File: src/rtl/control_pipe.sv
// Carries decoder control bundles through the EX, MEM and WB stage registers, inserting bubbles for stalls, flushes and illegal decodes.
// Optional feature: define ILLEGAL_TRAP_EN to enable the illegalOp pulse and the sticky illegalSeen flag.
module control_pipe #(
  parameter int WB_W   = 2,
  parameter int MEM_W  = 3,
  parameter int CALC_W = 4,
  parameter int OP_MAX = 3
) (
  input  logic              clk,
  input  logic              resetN,
  input  logic              idValid,
  input  logic [5:0]        opCode,
  input  logic [WB_W-1:0]   writeBackControl,
  input  logic [MEM_W-1:0]  memAccessControl,
  input  logic [CALC_W-1:0] calculationControl,
  input  logic              stall,
  input  logic              flush,
  output logic              exValid,
  output logic              memValid,
  output logic              wbValid,
  output logic [CALC_W-1:0] exCalc,
  output logic              exMemRead,
  output logic [MEM_W-1:0]  memAccess,
  output logic [WB_W-1:0]   wbControl,
  output logic              illegalOp,
  output logic              illegalSeen
);

  localparam logic [5:0] OP_LIMIT = 6'(OP_MAX);

  typedef enum logic [1:0] {
    MODE_NORMAL,
    MODE_STALL,
    MODE_FLUSH
  } mode_t;

  mode_t             mode;
  logic              legal;
  logic [WB_W-1:0]   dec_wb;
  logic [MEM_W-1:0]  dec_mem;
  logic [CALC_W-1:0] dec_calc;

  logic              ex_valid;
  logic [WB_W-1:0]   ex_wb;
  logic [MEM_W-1:0]  ex_mem;
  logic [CALC_W-1:0] ex_calc;
  logic              mem_valid;
  logic [WB_W-1:0]   mem_wb;
  logic [MEM_W-1:0]  mem_mem;
  logic              wb_valid;
  logic [WB_W-1:0]   wb_wb;

  // Flush outranks stall: the squashed younger ops make the stall moot.
  always_comb begin
    mode = MODE_NORMAL;
    if (flush)
      mode = MODE_FLUSH;
    else if (stall)
      mode = MODE_STALL;
  end

  assign legal = idValid && (opCode <= OP_LIMIT);

  // Without regWrite, memToReg and regDst are don't-cares from the decoder; pin them to 0.
  always_comb begin
    dec_wb   = '0;
    dec_mem  = '0;
    dec_calc = '0;
    if (legal) begin
      dec_wb   = writeBackControl;
      dec_mem  = memAccessControl;
      dec_calc = calculationControl;
      if (writeBackControl[WB_W-1] != 1'b1) begin
        dec_wb[0]          = 1'b0;
        dec_calc[CALC_W-1] = 1'b0;
      end
    end
  end

  always_ff @(posedge clk) begin
    if (!resetN) begin
      ex_valid  <= 1'b0;
      ex_wb     <= '0;
      ex_mem    <= '0;
      ex_calc   <= '0;
      mem_valid <= 1'b0;
      mem_wb    <= '0;
      mem_mem   <= '0;
      wb_valid  <= 1'b0;
      wb_wb     <= '0;
    end else begin
      wb_valid <= mem_valid;
      wb_wb    <= mem_wb;
      case (mode)
        MODE_FLUSH: begin
          ex_valid  <= 1'b0;
          ex_wb     <= '0;
          ex_mem    <= '0;
          ex_calc   <= '0;
          mem_valid <= 1'b0;
          mem_wb    <= '0;
          mem_mem   <= '0;
        end
        MODE_STALL: begin
          ex_valid  <= 1'b0;
          ex_wb     <= '0;
          ex_mem    <= '0;
          ex_calc   <= '0;
          mem_valid <= ex_valid;
          mem_wb    <= ex_wb;
          mem_mem   <= ex_mem;
        end
        default: begin
          ex_valid  <= legal;
          ex_wb     <= dec_wb;
          ex_mem    <= dec_mem;
          ex_calc   <= dec_calc;
          mem_valid <= ex_valid;
          mem_wb    <= ex_wb;
          mem_mem   <= ex_mem;
        end
      endcase
    end
  end

  assign exValid   = ex_valid;
  assign exCalc    = ex_calc;
  assign exMemRead = ex_valid & ex_mem[1];
  assign memValid  = mem_valid;
  assign memAccess = mem_mem;
  assign wbValid   = wb_valid;
  assign wbControl = wb_wb;

`ifdef ILLEGAL_TRAP_EN
  logic ill_q;
  logic seen_q;
  logic ill_take;

  assign ill_take = (mode == MODE_NORMAL) && idValid && (opCode > OP_LIMIT);

  always_ff @(posedge clk) begin
    if (!resetN) begin
      ill_q  <= 1'b0;
      seen_q <= 1'b0;
    end else begin
      ill_q <= ill_take;
      if (ill_take)
        seen_q <= 1'b1;
    end
  end

  assign illegalOp   = ill_q;
  assign illegalSeen = seen_q;
`else
  assign illegalOp   = 1'b0;
  assign illegalSeen = 1'b0;
`endif

endmodule

File: config.mk
export PLATFORM = sky130hd
export DESIGN_NAME = control_pipe
export DESIGN_NICKNAME = d
export VERILOG_FILES = /design/src/rtl/control_pipe.sv
export SDC_FILE = /design/constraint.sdc
export NUM_CORES = 1
export LEC_CHECK = 0
export ABC_AREA = 1
export CAP_MARGIN = 40
export CELL_PAD_IN_SITES_DETAIL_PLACEMENT = 1
export CELL_PAD_IN_SITES_GLOBAL_PLACEMENT = 1
export CORE_MARGIN = 3
export CORE_UTILIZATION = 25
export CTS_BUF_LIST = sky130_fd_sc_hd__clkbuf_8 sky130_fd_sc_hd__clkbuf_16
export DETAILED_ROUTE_END_ITERATION = 16
export GPL_ROUTABILITY_DRIVEN = 0
export GPL_TIMING_DRIVEN = 0
export PLACE_DENSITY = 0.83
export SETUP_SLACK_MARGIN = 0.05
export SLEW_MARGIN = 30
export SYNTH_ARGS = -nofsm -noshare
export SYNTH_HDL_FRONTEND = slang
export SYNTH_SLANG_ARGS = --single-unit
File: constraint.sdc
create_clock -name clk -period 0.8 [get_ports clk]
set_input_delay 0.12 -clock clk [delete_from_list [all_inputs] [get_ports clk]]
set_output_delay 0.12 -clock clk [all_outputs]
set_load 0.005 [all_outputs]
[After elaboration in Yosys (flattened, before gate mapping)]
Index checks and enable logic that the tools add are counted.
Cells by class
  order comparisons: 1
  eq/ne operators: 2
  reduce and logical (&&, ||, !) cells: 5
  bitwise gates (word level): 4
  muxes and demuxes: 2
Operators by type and width (number)
  $le A6 B2 Y1 const B: 1
  $reduce_or A5 Y1: 1
  $reduce_or A4 Y1: 1
  $not A1 Y1: 3
  $reduce_or A3 Y1: 1
  $eq A2 B1 Y1 const B: 1
  $eq A2 B2 Y1 const B: 1
  $mux W2: 1
  $reduce_or A2 Y1: 1
  $and A1 B1 Y1: 1
  $logic_and A1 B1 Y1: 1
  $mux W1: 1
Word-level totals
  register bits: 19
  output and inout port bits: 15

[Logic depth before layout (Yosys ltp)]
  depth in word-level cells: 4
  mapped depth: 5

[Worst setup path before layout]
No wires, ideal clock.
  path kind: input-to-reg
  start: in flush
  end: reg ex_calc[0], in the netlist exCalc[0]
  data required time: 0.735 ns
  library setup time: 0.065 ns
  stages on the path: 5
  buffers on the path: 0
  path slack: 0.178 ns
  arrival time: 0.557 ns
  path through: inv_1 nand2_4 nor2_4 nand2_2 nor2_1
Between the ends
  word-level cells in the longest chain between the ends: 3
  elaborated cells on any way between the ends: 4
  those cells by class: 2 x eq/ne; 1 x mux; 1 x reduce/logical
RTL lines
  start: declaration: RTL line 17  | input logic flush,
  $mux W2 *: RTL line 56  | if (flush)
  $eq A2 B2 Y1 or $eq A2 B1 Y1 (tied branches): RTL line 94  | case (mode)
  $reduce_or A4 Y1 (no source line) *
  end signal: assignment: RTL line 117  | ex_calc <= dec_calc;
  end: declaration: RTL line 46  | logic [CALC_W-1:0] ex_calc;
Mark *: on every way between the ends. The rest lies on a longest branch, timed or not.
A chain may end at the register's enable or synchronous reset.

[Final worst setup path]
  start: reg ex_valid, in the netlist exValid
  end: out exValid
RTL lines
  start: declaration: RTL line 43  | logic ex_valid;
  start signal: assignment: RTL line 114  | ex_valid <= legal;
  end: declaration: RTL line 18  | output logic exValid,
No word-level cell between the ends.

==> run_results.csv <==
group,metric,value,unit
run_status,failed_checks,"negative setup slack",
global_route,grt_pass1_vias,542,
placement,dp.cells,133,
route,first_pass_iters,4,
timing,finalClockSkew,0.00366,ns
final_layout,fillCellCount,285,
synthesis,ys_top_cells_by_count,"inv_1, dfxtp_1, nor2_1",
final_layout,drive_above_1_share,0.321,
route,vias,542,
synthesis,synthArstFlopShare,0,
final_layout,insertedDiodeCount,0,
final_layout,final_cells,140,
floorplanning,rows,17,
floorplanning,dieArea,3100,um2
final_layout,finish.utilization,0.438,
final_layout,seqCellArea,388,um2
cts,cts.htree.levels,1,
worst_setup_path,critPathLaunchType,"flip-flop",
synthesis,synth.ff_latch_count,19,
timing,finalHoldViolCount,0,
cts,cts_tree,"done",
placement,dp_hpwl,1.13,mm
synthesis,synthAdderAreaFrac,0,
synthesis,synthXorXnorAreaFrac,0,
synthesis,synth_edf_count,0,
timing,fin_crit,0.930,ns
synthesis,synth.avg_cell_area,8.35,um2
synthesis,ys.flop_type,"dfxtp_1",
power,powerDensity,1720,nW/um2
synthesis,syn_area,618,um2
global_route,grt_pass1_wl,2.42,mm
global_route,antenna_found_initial,0,
worst_hold_path,hold_path_class,"in2reg",
global_route,grt_use_total,0.103,
power,peakVddDrop,0.708,mV
synthesis,synth_simple_gate_area_frac,0.196,
run_status,status,"finished, violations left",
synthesis,yosysMostFrequentCell,"inv_1",
synthesis,synth.area.mux_share,0,
floorplanning,die_y,55.7,um
cts,root_buffer,"clkbuf_8",
timing,setup_viol_count_final,3,
synthesis,yosysWarnings,0,
final_layout,multi_input_area,149,um2
global_route,globalRouteOverflowTotal,0,
cts,clk_path_buf_depth,2,
power,leakage,0.000561,uW
route,detail-route-antenna-nets,0,
cts,numCtsBuffers,3,
worst_setup_path,cp_max_fo,3,
synthesis,synth_top_area_frac,0.615,
synthesis,synth-compound-area-share,0,
global_route,grt_start_max_net_pins,11,
route,drt-total-wl,1.40,mm
synthesis,yosysSeqAreaShare,0.615,
timing,fin_crit_sh,1.16,
synthesis,synth_top_area_cell,"dfxtp_1",
timing,rsz0062_at_grt,"true",
timing,setup_ws,-0.130,ns
power,p_total,1710,uW
worst_setup_path,critPathRequiredTime,0.68,ns
worst_setup_path,cp-end-kind,"output pin",
cts,cts.sink_count,19,
synthesis,ys_types,10,
final_layout,fin_nets,133,
route,wire_per_inst,9.98,um
synthesis,synth_top_family_by_area,"simple AND/OR/NAND/NOR gates",
floorplanning,die_w,55.7,um
final_layout,areaGrowthSynthToFinish,61.1,%
timing,slew_viol_final,0,
cts,clk_pin_slew,0.07,ns
placement,portBuffers,30,
floorplanning,coreArea,2280,um2
worst_setup_path,crit_type,"reg2out",
worst_setup_path,worstPathArrival,0.81,ns
synthesis,synthCells,74,
route,drc_errors,0,
floorplanning,initial_core_util,0.272,
cts,clk_latency,0.25,ns
floorplanning,ioPinCount,35,
timing,fmax,1.08,GHz
route,drt_iter0_markers,7,
synthesis,synthTopCellsByArea,"dfxtp_1, inv_1, nor2_1",
route,vias_per_cell,3.87,
flow_run,cap_violations,0,
## report_power, final
part / switching (uW) / internal (uW) / total [uW]
Combinational: 50.4 / 81.8 / 132
Clock: 292 / 341 / 633
Sequential: 0.438 / 947 / 947
Total: 343 / 1370 / 1710
## timing repair
item,in CTS,in global routing
gates resized for setup,74,2
setup endpoints to repair,23,13
pin swaps,8,0
hold buffers,0,0
buffers inserted,2,1
## sequential cells by signal, indices dropped and copies added (netlist names)
name / cells
wbControl: 2
ex_mem: 3
wbValid: 1
memValid: 1
exValid: 1
exCalc: 4
ex_wb: 2
memAccess: 3
mem_wb: 2
## per-layer routing
| metal | track usage | vias up | wire length [um] |
|---|---|---|---|
| met4 | 0.0729 | 0 | 38 |
| met1 | 0.0985 | 245 | 475 |
| li1 | - | 268 | - |
| met3 | 0.0348 | 3 | 123 |
| met2 | 0.184 | 26 | 760 |
| met5 | 0 | - | 0 |
## worst max-delay path, stage by stage (launching register included)
cell     delay (ns)
dfxtp_2        0.33
buf_4          0.13
buf_6          0.10
## stage by stage
step	hold slack, ns	TNS [ns]	cell area, um2	setup slack [ns]
6_report	0.294	-0.251	996	-0.130
5_1_grt	0.314	-0.465	996	-0.162
4_1_cts	0.295	-0.173	981	-0.120
3_5_place_dp	0.403	-7.15	957	-0.450
3_3_place_gp	0.396	-6.70	957	-0.423
2_1_floorplan	0.213	0	622	0.178
## cell type report
| type | instances | share of cell area |
|---|---|---|
| repair buffers | 33 | 0.268 |
| inverters | 26 | 0.0980 |
| multi-input cells | 28 | 0.149 |
| well taps | 28 | 0.0352 |
| plain buffers | 2 | 0.0151 |
| clock inverters | 1 | 0.00377 |
| flip-flops and latches | 19 | 0.389 |
| clock buffers | 3 | 0.0415 |
## worst paths after layout
check	start	to	slack (ns)	cells past startpoint
worst max-delay path	exValid	exValid	-0.13	2
worst min-delay path	resetN	wbValid	0.29	3
worst max register to register	memValid	wbValid	0.17	3
worst min register to register	ex_wb[0]	mem_wb[0]	0.41	2
## cell usage in the layout (no fill, tap or decap), drive strengths merged
| master | instances |
|---|---|
| clkbuf | 3 |
| conb | 2 |
| inv | 27 |
| nor2 | 16 |
| dlygate4sd2 | 8 |
| dfxtp | 19 |
| nand2 | 9 |
| clkdlybuf4s50 | 9 |
| buf | 18 |
| nand3 | 1 |
## cells by family (layout without fill, tap and decap cells)
family                 Yosys count  after routing
buffers and inverters           28             65
DFF                             19             19
other                            1              2
and+or+nand+nor                 26             26
No activity file was read; power rests on OpenSTA's default activity.
